===== src/rtl/mi_v_plic_pkg.sv =====
// Shared constants for the mi_v_plic interrupt controller: register offsets,
// priority width and source-count limit.
package mi_v_plic_pkg;

  localparam int PRIO_W  = 3;
  localparam int MAX_SRC = 31;
  localparam int ID_W    = 5;

  localparam logic [21:0] OFF_PRIO_BASE = 22'h000000;
  localparam logic [21:0] OFF_PENDING   = 22'h001000;
  localparam logic [21:0] OFF_ENABLE    = 22'h002000;
  localparam logic [21:0] OFF_THRESHOLD = 22'h200000;
  localparam logic [21:0] OFF_CLAIM     = 22'h200004;

  localparam logic [PRIO_W-1:0] PRIO_RESET = 3'd1;

  // Byte offset of the priority register for source ID.
  function automatic logic [21:0] prio_offset(input int unsigned id);
    return OFF_PRIO_BASE + 22'(id << 2);
  endfunction

endpackage


===== src/rtl/mi_v_plic_gateway.sv =====
// Per-source gateway: tracks pending and in-flight; a new request is only
// accepted while the source is neither pending nor in-flight.
module mi_v_plic_gateway (
  input  logic clk,
  input  logic rst_n,
  input  logic src_irq,
  input  logic claim,
  input  logic complete,
  output logic pending
);

  logic pending_q, pending_d;
  logic in_flight_q, in_flight_d;

  always_comb begin
    pending_d   = pending_q;
    in_flight_d = in_flight_q;
    if (claim) begin
      pending_d   = 1'b0;
      in_flight_d = 1'b1;
    end else begin
      // in_flight_q is the pre-complete value, so a held request re-pends one edge later
      if (src_irq && !pending_q && !in_flight_q) pending_d = 1'b1;
      if (complete) in_flight_d = 1'b0;
    end
  end

  always_ff @(posedge clk or negedge rst_n) begin
    if (!rst_n) begin
      pending_q   <= 1'b0;
      in_flight_q <= 1'b0;
    end else begin
      pending_q   <= pending_d;
      in_flight_q <= in_flight_d;
    end
  end

  assign pending = pending_q;

endmodule


===== src/rtl/mi_v_plic.sv =====
// Single-target PLIC with an APB register port. Define MI_V_PLIC_PRIORITY_EN to
// implement per-source priority and a threshold; otherwise the lowest ID wins.
module mi_v_plic
  import mi_v_plic_pkg::*;
#(
  parameter int NUM_OF_INTS = 4
) (
  input  logic                   PCLK,
  input  logic                   PRESETn,
  input  logic [NUM_OF_INTS-1:0] SRC_IRQ,
  input  logic [31:0]            TARGET_PADDR,
  input  logic                   TARGET_PSEL,
  input  logic                   TARGET_PENABLE,
  input  logic                   TARGET_PWRITE,
  input  logic [31:0]            TARGET_PWDATA,
  output logic [31:0]            TARGET_PRDATA,
  output logic                   PLIC_IRQ
);

  logic [21:0]                         addr;
  logic                                unused_paddr;
  logic                                wr_en, rd_sel, claim_ev, complete_ev;
  logic [NUM_OF_INTS:1]                pending;
  logic [NUM_OF_INTS:1]                enable_q, enable_d;
  logic [ID_W-1:0]                     claim_q, claim_d, max_id;
  logic                                irq_q, irq_d;
  logic [NUM_OF_INTS:1][PRIO_W-1:0]    prio_eff;
  logic [PRIO_W-1:0]                   thr_eff, best_prio;
  logic [31:0]                         prio_rdata, thr_rdata, rdata;

  assign addr         = TARGET_PADDR[21:0];
  assign unused_paddr = ^TARGET_PADDR[31:22];
  assign wr_en        = TARGET_PSEL & TARGET_PENABLE & TARGET_PWRITE;
  assign rd_sel       = TARGET_PSEL & ~TARGET_PWRITE;
  // Claim fires on the edge that ends the setup phase, so the access phase sees claim_q
  assign claim_ev     = rd_sel & ~TARGET_PENABLE & (addr == OFF_CLAIM);
  assign complete_ev  = wr_en & (addr == OFF_CLAIM);

`ifdef MI_V_PLIC_PRIORITY_EN
  logic [NUM_OF_INTS:1][PRIO_W-1:0] prio_q, prio_d;
  logic [PRIO_W-1:0]                thr_q, thr_d;

  always_comb begin
    prio_d = prio_q;
    thr_d  = thr_q;
    if (wr_en) begin
      if (addr == OFF_THRESHOLD) thr_d = TARGET_PWDATA[PRIO_W-1:0];
      for (int i = 1; i <= NUM_OF_INTS; i++) begin
        if (addr == prio_offset(i)) prio_d[i] = TARGET_PWDATA[PRIO_W-1:0];
      end
    end
  end

  always_ff @(posedge PCLK or negedge PRESETn) begin
    if (!PRESETn) begin
      prio_q <= {NUM_OF_INTS{PRIO_RESET}};
      thr_q  <= '0;
    end else begin
      prio_q <= prio_d;
      thr_q  <= thr_d;
    end
  end

  always_comb begin
    prio_rdata = '0;
    for (int i = 1; i <= NUM_OF_INTS; i++) begin
      if (addr == prio_offset(i)) prio_rdata = 32'(prio_q[i]);
    end
  end

  assign thr_rdata = (addr == OFF_THRESHOLD) ? 32'(thr_q) : '0;
  assign prio_eff  = prio_q;
  assign thr_eff   = thr_q;
`else
  assign prio_rdata = '0;
  assign thr_rdata  = '0;
  assign prio_eff   = {NUM_OF_INTS{PRIO_RESET}};
  assign thr_eff    = '0;
`endif

  for (genvar g = 1; g <= NUM_OF_INTS; g++) begin : g_gw
    mi_v_plic_gateway u_gw (
      .clk      (PCLK),
      .rst_n    (PRESETn),
      .src_irq  (SRC_IRQ[g-1]),
      .claim    (claim_ev && (max_id == ID_W'(g))),
      .complete (complete_ev && (TARGET_PWDATA == 32'(g))),
      .pending  (pending[g])
    );
  end

  // Ascending scan with strict '>' keeps the lowest ID on priority ties
  always_comb begin
    max_id    = '0;
    best_prio = '0;
    for (int i = 1; i <= NUM_OF_INTS; i++) begin
      if (pending[i] && enable_q[i] && (prio_eff[i] > thr_eff) && (prio_eff[i] > best_prio)) begin
        max_id    = ID_W'(i);
        best_prio = prio_eff[i];
      end
    end
  end

  always_comb begin
    enable_d = enable_q;
    claim_d  = claim_q;
    irq_d    = (max_id != '0);
    if (wr_en && (addr == OFF_ENABLE)) enable_d = TARGET_PWDATA[NUM_OF_INTS:1];
    if (claim_ev) claim_d = max_id;
  end

  always_ff @(posedge PCLK or negedge PRESETn) begin
    if (!PRESETn) begin
      enable_q <= '0;
      claim_q  <= '0;
      irq_q    <= 1'b0;
    end else begin
      enable_q <= enable_d;
      claim_q  <= claim_d;
      irq_q    <= irq_d;
    end
  end

  always_comb begin
    rdata = prio_rdata | thr_rdata;
    if (addr == OFF_PENDING)     rdata = 32'({pending, 1'b0});
    else if (addr == OFF_ENABLE) rdata = 32'({enable_q, 1'b0});
    else if (addr == OFF_CLAIM)  rdata = TARGET_PENABLE ? 32'(claim_q) : 32'(max_id);
  end

  assign TARGET_PRDATA = rd_sel ? rdata : '0;
  assign PLIC_IRQ      = irq_q;

endmodule


===== config.mk =====
export PLATFORM = sky130hd
export DESIGN_NAME = mi_v_plic
export DESIGN_NICKNAME = d
export VERILOG_FILES = /design/src/rtl/mi_v_plic_pkg.sv /design/src/rtl/mi_v_plic_gateway.sv /design/src/rtl/mi_v_plic.sv
export SDC_FILE = /design/constraint.sdc
export NUM_CORES = 1
export LEC_CHECK = 0
export ABC_AREA = 1
export CORE_MARGIN = 10
export CORE_UTILIZATION = 37
export CTS_BUF_LIST = sky130_fd_sc_hd__clkbuf_16
export DETAILED_ROUTE_END_ITERATION = 7
export GPL_ROUTABILITY_DRIVEN = 0
export GPL_TIMING_DRIVEN = 0
export PLACE_DENSITY = 0.81
export SETUP_SLACK_MARGIN = 0.1
export SLEW_MARGIN = 20
export SYNTH_ARGS = -nofsm -noshare
export SYNTH_HDL_FRONTEND = slang
export SYNTH_SLANG_ARGS = --single-unit
export TNS_END_PERCENT = 30

===== constraint.sdc =====
create_clock -name PCLK -period 1.9 [get_ports PCLK]
set_clock_uncertainty 0.2 [all_clocks]
set_input_delay 0.475 -clock PCLK [delete_from_list [all_inputs] [get_ports PCLK]]
set_output_delay 0.475 -clock PCLK [all_outputs]
set_load 0.03 [all_outputs]

After elaboration in Yosys (flattened, before gate mapping)
Index checks and enable logic that the tools add are counted.
- add/subtract/negate cells: 0
- multipliers: 0
- divide/modulo/power cells: 0
- $lt $le $gt $ge: 3
- equality and inequality tests: 11
- shift-type cells: 0
- multiplexer cells: 28
- bitwise logic cells: 8
- reduce and logical (&&, ||, !) cells: 41
- operator list (operator ; count):
    $eq A32 B2 Y1 const B ; 2
    $mux W32 ; 2
    $eq A32 B1 Y1 const B ; 1
    $eq A32 B3 Y1 const B ; 1
    $mux W5 ; 6
    $logic_and A1 B1 Y1 ; 24
    $eq A22 B13 Y1 const B ; 1
    $eq A22 B14 Y1 const B ; 1
    $eq A22 B22 Y1 const B ; 1
    $mux W1 ; 18
    $reduce_bool A2 Y1 ; 8
    $eq A5 B2 Y1 const B ; 2
    $gt A1 B3 Y1 const A ; 3
    $logic_not A1 Y1 ; 8
    $and A1 B1 Y1 ; 6
    $mux W3 ; 2
    $eq A5 B1 Y1 const B ; 1
    $eq A5 B3 Y1 const B ; 1
    $reduce_bool A5 Y1 ; 1
    $not A1 Y1 ; 2
- flip-flop bits (word level): 18
- latch bits: 0
- bits in writable memories: 0
- memory bits (read-only): 0
- input bits: 73
- output and inout bits: 33
- memories kept: 0

Longest topological paths before layout
Gate-level depths: netlist of the first run.
- depth after elaboration: 16
- gate-level depth with buffers: 9
- mapped depth without buffers: 9

Cells and area by module
A second synthesis of the first run with hierarchy kept.
- cell total of the unflattened synthesis: 222
- area, all modules: 1530.2 um^2
- by module, submodules not included (module ; times used ; cells each ; area each (um^2) ; sequential area each (um^2)):
    mi_v_plic ; 1 ; 194 ; 1209.9 ; 200.2
    mi_v_plic_gateway ; 4 ; 7 ; 80.1 ; 50.0

Worst setup path after synthesis of the first run
OpenSTA, ideal clock, no wires.
- path type: input -> output
- start: in TARGET_PADDR[11]
- end: out TARGET_PRDATA[3]
- data arrival time: 1591 ps
- data required time: 1225 ps
- slack: -366 ps
- stages on the path: 7
- path buffers: 0
- cells stage by stage: nor2_1 > nand2_1 > nor2_4 > inv_2 > nor2_4 > nand2_1 > a21oi_1
- cells in the longest elaborated chain, start to end: 5
- elaborated cells on any way between the ends: 7
- ends and longest elaborated chain (item ; RTL line ; source):
    start: declaration ; mi_v_plic.sv:11 ; input logic [31:0] TARGET_PADDR,
    $eq A22 B22 Y1 ; mi_v_plic.sv:128 ; else if (addr == OFF_CLAIM) rdata = TARGET_PENABLE ? 32'(claim_q) : 32'(max_id);
    $mux W5 ; mi_v_plic.sv:128 ;
    $mux W5 ; mi_v_plic.sv:127 ; else if (addr == OFF_ENABLE) rdata = 32'({enable_q, 1'b0});
    $mux W32 (*) ; mi_v_plic.sv:126 ; if (addr == OFF_PENDING) rdata = 32'({pending, 1'b0});
    $mux W32 (*) ; mi_v_plic.sv:131 ; assign TARGET_PRDATA = rd_sel ? rdata : '0;
    end: declaration ; mi_v_plic.sv:16 ; output logic [31:0] TARGET_PRDATA,
Every way passes the cells marked *; elsewhere a longest branch is shown, timed or not.

Final worst setup path of the first run
- start: in TARGET_PADDR[4]
- end: out TARGET_PRDATA[3]
The elaborated chain is that of the path after synthesis.

==> metrics.txt, run 1 <==
vias in the first global route 2,016; area leader, netlist dfrtp_1; largest net degree at the start of global routing 17; Initial Util 38.3%; largest vdd supply drop 0.000260 V; Final Hold Violating Endpoints 0; Synth cell types 29; MaxCap Viol Count 0; first-pass GRT wire length 8760 um; Final WS setup -400 ps; critical path class input pin to output port; fmax 435 MHz; Root Buffer clkbuf_16; final setup TNS -1700 ps; die area 7590 sq um; RSZ-0062 raised after global routing true; Worst-Skew Late Latency 240 ps; remaining antenna violation count 0; Nets 453; Hold WS 284 ps; Final setup viols 5; Pwr Density 375 nW/um^2; total wire length 5360 um; Critical Path RT 1220 ps; Clock Sinks 16; Min-Delay Path Class flip-flop to flip-flop; drc violations 0; gr usage total 13.8%; core area 4350 sq um; Tightest Pin Transition 689 ps; cell count after synthesis 256; largest cells by area after synthesis dfrtp_1, nand2_1, buf_4, nor2_1, inv_1; antenna violations before repair 0; grt ovf 0; Slowest cell on crit path nor2_4; worst-path cell chain buf_6 -> nor2_4 -> nand2_4 -> nor2_8 -> nand3_2 -> nor2_4 -> nand2_2 -> a21oi_4 -> buf_6; mapped cell area 1670 sq um; I/O pin count 106; failing checks negative setup slack; Worst-path clk slew 50 ps; drt wl/cell 12.4 um; H-tree depth 1; CP startpoint kind input pin; CTS Buffer Depth 2; FP Rows 24; pre-CTS setup slack -1280 ps; fill count 371; LEAKAGE 1.49 nW; warnings from Yosys 0; Ant. Diodes 0; FF+latch count, synth 16; Slew HR 53.9%; max-slew violations 0; CP arrival 1620 ps; Final Util 67.6%; Synth top area share 24.0%; Via Count 1,893; number of port buffers 68; initial drt markers 67; crit end category output port; Die Y-Extent 87.1 um; CTS tree yes; fin crit period 2300 ps; status finished, violations left; fin crit share 121%; Seq/Total Area, Yosys 24.0%; CTS Buf Count 3; Post-DP HPWL 4250 um; # hold bufs at CTS 0; crit path max fanout 4; syn_area_per_cell 6.51 sq um; slowest stage delay, CP 180 ps; layout cell share with drive strength beyond 1 44.6%; die width 87.1 um; area grow syn2layout 76.7%; vias per cell 4.39; drt pass-1 iters 4
==> cells by family after synthesis <==
logic type | count (synthesis) | synth area share, %
and+or+nand+nor | 158 | 47.8
buffers and inverters | 60 | 19.6
AOI/OAI and AO/OA | 21 | 8.33
DFF | 16 | 24.0
other | 1 | 0.225
==> metal layers <==
layer	up-vias	GRT usage, %	part of all wire (%)
met4	0	4.78	1.1
met3	9	4.31	8.5
met1	823	13.9	36
met2	75	26.0	54
li1	986	-	-
met5	-	0	0
==> worst max-delay path, delay by kind of cell <==
| family | cells | cell delay (ps) |
|---|---|---|
| buf+inv | 2 | 240 |
| simple gates | 6 | 730 |
| compound gates | 1 | 170 |
==> Yosys cell counts, drive strengths merged <==
cell type / count
and2: 1
nor3: 4
inv: 33
conb: 1
o21ai: 11
nand4: 4
a21oi: 5
nand3: 17
nor2: 65
a31oi: 1
buf: 27
dfrtp: 16
nand2: 64
o21bai: 4
or2: 3
==> report_power, final <==
group / total, W / switching (W) / internal (W)
sequential: 0.000342 / 0.000000000224 / 0.000342
combinational: 0.000357 / 0.000181 / 0.000176
clock: 0.000405 / 0.000126 / 0.000279
total: 0.00110 / 0.000307 / 0.000797
==> metrics by stage <==
stage | std cells | cell area [sq um] | power [W]
2_1_floorplan | 282 | 1800 | 0.000522
3_3_place_gp | 402 | 2550 | 0.000671
3_5_place_dp | 402 | 2550 | 0.000675
4_1_cts | 423 | 2840 | 0.00110
5_1_grt | 431 | 2950 | 0.00116
6_report | 431 | 2950 | 0.00110
==> registers in the layout, summed over array words and instances, names as in the netlist <==
name                   cells
enable_q                   4
g_gw.u_gw.pending          4
PLIC_IRQ                   1
g_gw.u_gw.in_flight_q      4
claim_q                    3
==> cell type report <==
| class | count | area, sq um | share of cell area [%] |
|---|---|---|---|
| buffer | 27 | 203 | 6.88 |
| multi-input combinational | 206 | 1240 | 42.1 |
| timing repair buffer | 93 | 831 | 28.2 |
| clock buffer | 3 | 75.1 | 2.55 |
| tap | 52 | 65.1 | 2.21 |
| clock inverter | 1 | 3.75 | 0.127 |
| inverter | 33 | 126 | 4.29 |
| sequential | 16 | 403 | 13.7 |
==> worst paths after layout <==
check                                     start                       end  slack [ps]  depth (start not counted)
max                             TARGET_PADDR[4]          TARGET_PRDATA[3]        -400                          9
min                                  claim_q[2]                claim_q[2]         280                          2
max reg2reg                g_gw[2].u_gw.pending  g_gw[4].u_gw.in_flight_q         620                          6
min reg2reg                          claim_q[2]                claim_q[2]         280                          2
max in group asynchronous               PRESETn      g_gw[1].u_gw.pending         570                          1
min in group asynchronous               PRESETn                claim_q[1]         450                          1
==> placed cells by master, fill, tap and decap left out, drive strengths merged <==
cell type	synthesis	final
a21oi	5	5
clkdlybuf4s50	0	35
a31oi	1	1
conb	1	27
clkinv	0	1
dlymetal6s2s	0	2
clkbuf	0	3
nand4	4	4
or2	3	3
nor2	65	65
o21bai	4	4
nand3	17	17
clkdlybuf4s15	0	1
and2	1	1
dfrtp	16	16
nor3	4	4
o21ai	11	11
buf	27	79
dlygate4sd2	0	3
nand2	64	64
inv	33	33
==> timing repair <==
action	4_1_cts	5_1_grt
setup buffers	17	8
setup endpoints to repair	20	8
resized for setup	171	19
pin swaps	34	23
Note: power is estimated with default switching activity, not from simulation.
==> inputs of run 2 (changes only) <==
Clock period 1.9 ns to 2.51 ns, I/O delays scaled along.
==> metrics.txt, run 2 (synthesis gave the netlist of run 1 again) <==
placed cell areas 2530 sq um (-0.79%); MaxCap Viol Count 0 (unchanged); critical path class input pin to output port; Final setup viols 5 (unchanged); Die Y-Extent 87.1 um (unchanged); gr usage total 14.6% (+0.76 points); I/O pin count 106 (unchanged); vias per cell 4.51 (+2.7%); fin crit share 104%; max-slew violations 0 (unchanged); drt wl/cell 13.4 um (+7.5%); first-pass GRT wire length 9110 um (+4.0%); remaining antenna violation count 0 (unchanged); drt pass-1 iters 4 (unchanged); Ant. Diodes 0 (unchanged); Root Buffer clkbuf_16; die area 7590 sq um (unchanged); Worst-Skew Late Latency 240 ps (about the same); CTS tree yes; FP Rows 24 (unchanged); initial drt markers 118 (+76%); Worst-path clk slew 50 ps (about the same); final setup TNS -346 ps (+1350 ps); commonest non-fill, non-tap cell in the layout nand2_1; antenna violations before repair 0 (unchanged); Final WS setup -98.2 ps (+301 ps); Tightest Pin Transition 714 ps (+25.0 ps); fin crit period 2610 ps; largest net degree at the start of global routing 17 (unchanged); LEAKAGE 1.46 nW (-1.8%); CTS Buffer Depth 2 (unchanged); Final Hold Violating Endpoints 0 (unchanged); largest vdd supply drop 0.000222 V (-15%); Hold WS 287 ps (+2.77 ps); failing checks negative setup slack; layout cell share with drive strength beyond 1 42.0% (-2.6 points); fill count 355 (-4.3%); CP arrival 1780 ps (+160 ps); H-tree depth 1 (unchanged); Nets 453 (unchanged); area grow syn2layout 76.2%; CP startpoint kind input pin; RSZ-0062 raised after global routing true; Total Power 0.000847 W (-23%); met3 usage 4.87% (+0.56 points); Via Count 1,944 (+2.7%); Critical Path RT 1680 ps (+460 ps); core area 4350 sq um (unchanged); drc violations 0 (unchanged); commonest cells after routing, fill and taps aside nand2_1, buf_4, clkdlybuf4s50_1, nor2_1, conb_1; Post-DP HPWL 4230 um (-0.49%); met1 Usage GRT 14.1% (+0.16 points); worst hold stages 2 (unchanged); GR peak layer met2; total wire length 5760 um (+7.5%); CTS Buf Count 3 (unchanged); crit path max fanout 3 (-1); Pwr Density 289 nW/um^2 (-23%); Slew HR 52.3% (-1.7 points); die width 87.1 um (unchanged); reg-to-reg slack, setup 1230 ps (+610 ps); Clock Sinks 16 (unchanged); crit end category output port; Min-Delay Path Class flip-flop to flip-flop; vias in the first global route 2,044 (+1.4%); Initial Util 38.3% (unchanged); Design Area, Final 2940 sq um (-0.30%); status finished, violations left; grt ovf 0 (unchanged); met2 usage 28.0% (+2.0 points); fmax 383 MHz; number of port buffers 68 (unchanged); worst r2r path cells 6 (unchanged)
-- run 2: changes by cell type in the layout (fill, tap and decap cells not counted), moves of 3 or more --
cell	previous run	this run
clkdlybuf4s50_1	35	39
nand2_1	46	50
nand2_2	12	8
nor2_1	30	35
nor2_2	22	13
nor2_4	12	16
o21ai_2	5	8
-- run 2: what timing repair did --
item / CTS / global route
setup buffers: 25 / 3
hold buffers: 0 / 0
endpoints found under the setup margin: 5 / 10
pin swaps: 32 / 18
resized for setup: 161 / 16
-- run 2: power by group --
| group | internal, W | switching (W) |
|---|---|---|
| registers | 0.000259 | 0.000000000158 |
| logic | 0.000140 | 0.000143 |
| clock network | 0.000211 | 0.0000943 |
| total | 0.000610 | 0.000238 |
-- run 2: final timing paths --
kind | startpoint | end
setup / recovery | TARGET_PADDR[5] | TARGET_PRDATA[1]
hold / removal | claim_q[1] | claim_q[1]
setup reg to reg | g_gw[2].u_gw.pending | g_gw[3].u_gw.in_flight_q
hold reg to reg | claim_q[1] | claim_q[1]
max in group asynchronous | PRESETn | g_gw[3].u_gw.in_flight_q
min in group asynchronous | PRESETn | claim_q[1]
-- run 2: cell type report --
| cell class | instances | area (sq um) | share of cell area [%] |
|---|---|---|---|
| clock inverters | 1 | 3.75 | 0.128 |
| well taps | 52 | 65.1 | 2.22 |
| inverters | 33 | 126 | 4.30 |
| flip-flops and latches | 16 | 400 | 13.6 |
| clock buffers | 3 | 75.1 | 2.56 |
| multi-input cells | 206 | 1220 | 41.6 |
| plain buffers | 27 | 203 | 6.90 |
| repair buffers | 93 | 841 | 28.6 |
-- run 2: critical path, stage by stage --
cell     delay, ps
buf_2          110
nor2_4          90
nand2_4         90
nor2_8         150
buf_12         120
nand4_1        130
nor2_1         170
nor2_2          60
nor2_2          90
buf_6          140
-- run 2: metrics by stage --
step           setup WS (ps)  util, %  cells
6_report               -98.2     67.4    431
5_1_grt                 -194     67.4    431
4_1_cts                -25.2     66.1    431
3_5_place_dp            -985     58.1    402
3_3_place_gp            -966     58.1    402
2_1_floorplan           81.1        -    282
-- run 2: metal layers --
metal,up-vias,share of wire [%]
met3,18,10
met5,-,0
met4,0,2.8
met2,96,54
li1,985,-
met1,845,34
==> inputs of run 3 (changes only) <==
Settings changed: PLACE_DENSITY 0.81 to 0.92.
==> metrics.txt, run 3 (synthesis gave the netlist of run 1 again) <==
FP Rows 24 (unchanged); slowest stage delay, CP 300 ps (+130 ps); total wire length 5660 um (-1.8%); family with the most delay on the worst path simple AND/OR/NAND/NOR gates; critical path class input pin to output port; Worst-Skew Late Latency 250 ps (about the same); crit path max fanout 3 (unchanged); placed cell areas 2530 sq um (unchanged); die area 7590 sq um (unchanged); I/O pin count 106 (unchanged); drt wl/cell 13.2 um (-0.89%); Tightest Pin Transition 706 ps (-7.25 ps); status finished, violations left; CTS tree yes; Buffers & Inverters on Critical Path 2 (-1); CTS Buf Count 3 (unchanged); largest net degree at the start of global routing 17 (unchanged); antenna violations before repair 0 (unchanged); layout cell share with drive strength beyond 1 41.9% (-0.086 points); Final Hold Violating Endpoints 0 (unchanged); drt pass-1 iters 4 (unchanged); Design Area, Final 2930 sq um (-0.17%); fin crit period 2560 ps (-49.6 ps); Slew HR 52.8% (+0.48 points); max-slew violations 0 (unchanged); worst-path cell chain buf_8 -> nor2_4 -> nand3_2 -> nor3_4 -> nand3_1 -> a21oi_2 -> buf_6; Clock Sinks 16 (unchanged); area of the multi-input gates 1220 sq um (unchanged); initial drt markers 76 (-36%); CP arrival 1730 ps (-50 ps); Total Power 0.000859 W (+1.3%); Die Y-Extent 87.1 um (unchanged); Final setup viols 4 (-1); LEAKAGE 1.47 nW (+0.44%); largest vdd supply drop 0.000223 V (+0.52%); number of port buffers 68 (unchanged); gr usage total 14.8% (+0.17 points); drc violations 0 (unchanged); Final WS setup -48.6 ps (+49.6 ps); # hold bufs at CTS 0 (unchanged); Via Count 1,924 (-1.0%); Initial Util 38.3% (unchanged); fin crit share 102% (-2.0 points); Slowest cell on crit path nor3_4; die width 87.1 um (unchanged); vias in the first global route 2,138 (+4.6%); remaining antenna violation count 0 (unchanged); fill count 353 (-0.56%); Root Buffer clkbuf_16; final setup TNS -142 ps (+204 ps); Nets 449 (-0.88%); Hold WS 286 ps (-0.188 ps); Seq. cell area 400 sq um (unchanged); Critical Path RT 1680 ps (about the same); core area 4350 sq um (unchanged); Pwr Density 293 nW/um^2 (+1.5%); Worst-path clk slew 50 ps (about the same); RSZ-0062 raised after global routing true; Ant. Diodes 0 (unchanged); pre-CTS setup slack -985 ps (+0.251 ps); crit end category output port; Min-Delay Path Class flip-flop to flip-flop; commonest non-fill, non-tap cell in the layout nand2_1; MaxCap Viol Count 0 (unchanged); grt ovf 0 (unchanged); area grow syn2layout 75.9%; CP startpoint kind input pin; Post-DP HPWL 4300 um (+1.8%); failing checks negative setup slack; fmax 391 MHz (+1.9%); CTS Buffer Depth 2 (unchanged); first-pass GRT wire length 9280 um (+1.9%); H-tree depth 1 (unchanged); vias per cell 4.51 (-0.10%); commonest cells after routing, fill and taps aside nand2_1, buf_4, clkdlybuf4s50_1, nor2_1, conb_1
run 3: worst register-to-register path: stages (launching register included):
cell,delay (ps)
dfrtp_1,420
nand2_2,90
nand2_1,90
inv_1,50
nand2_1,120
nor2_4,50
o21bai_1,140
run 3: what timing repair did:
item | in CTS | in global routing
setup buffers | 19 | 11
pin swaps | 38 | 18
endpoints found under the setup margin | 5 | 12
resized for setup | 165 | 24
run 3: final timing paths:
kind	slack, ps	startpoint	end	depth (start not counted)
worst max-delay path	-50	TARGET_PADDR[15]	TARGET_PRDATA[4]	7
worst min-delay path	290	claim_q[1]	claim_q[1]	2
worst max register to register	1230	enable_q[2]	g_gw[3].u_gw.in_flight_q	6
worst min register to register	290	claim_q[1]	claim_q[1]	2
max in group asynchronous	1060	PRESETn	g_gw[1].u_gw.in_flight_q	1
min in group asynchronous	610	PRESETn	enable_q[4]	1
run 3: report_power, final:
group	switching [W]	leakage [nW]	internal, W	total, W
combinational	0.000141	1.24	0.000146	0.000287
clock	0.000102	0.0385	0.000211	0.000313
sequential	0.000000000192	0.192	0.000258	0.000258
run 3: metrics by stage:
stage	utilization, %	std cells
after CTS	64.9	425
after global placement	58.1	402
after floorplan	-	282
after global routing	67.3	427
final	67.3	427
after detailed placement	58.1	402
run 3: final cells by class:
cell class / count / area share [%]
Timing Repair Buffer: 89 / 28.5
Inverter: 33 / 4.31
Tap cell: 52 / 2.22
Clock inverter: 1 / 0.128
Buffer: 27 / 6.91
Sequential cell: 16 / 13.7
Multi-Input combinational cell: 206 / 41.7
Clock buffer: 3 / 2.56
run 3: metal layers:
metal,up-vias,routed length [um],global-route usage (%)
met5,-,0,0
met4,0,112,5.80
met3,12,497,4.87
met2,83,3070,27.6
met1,857,1970,14.5
li1,972,-,-
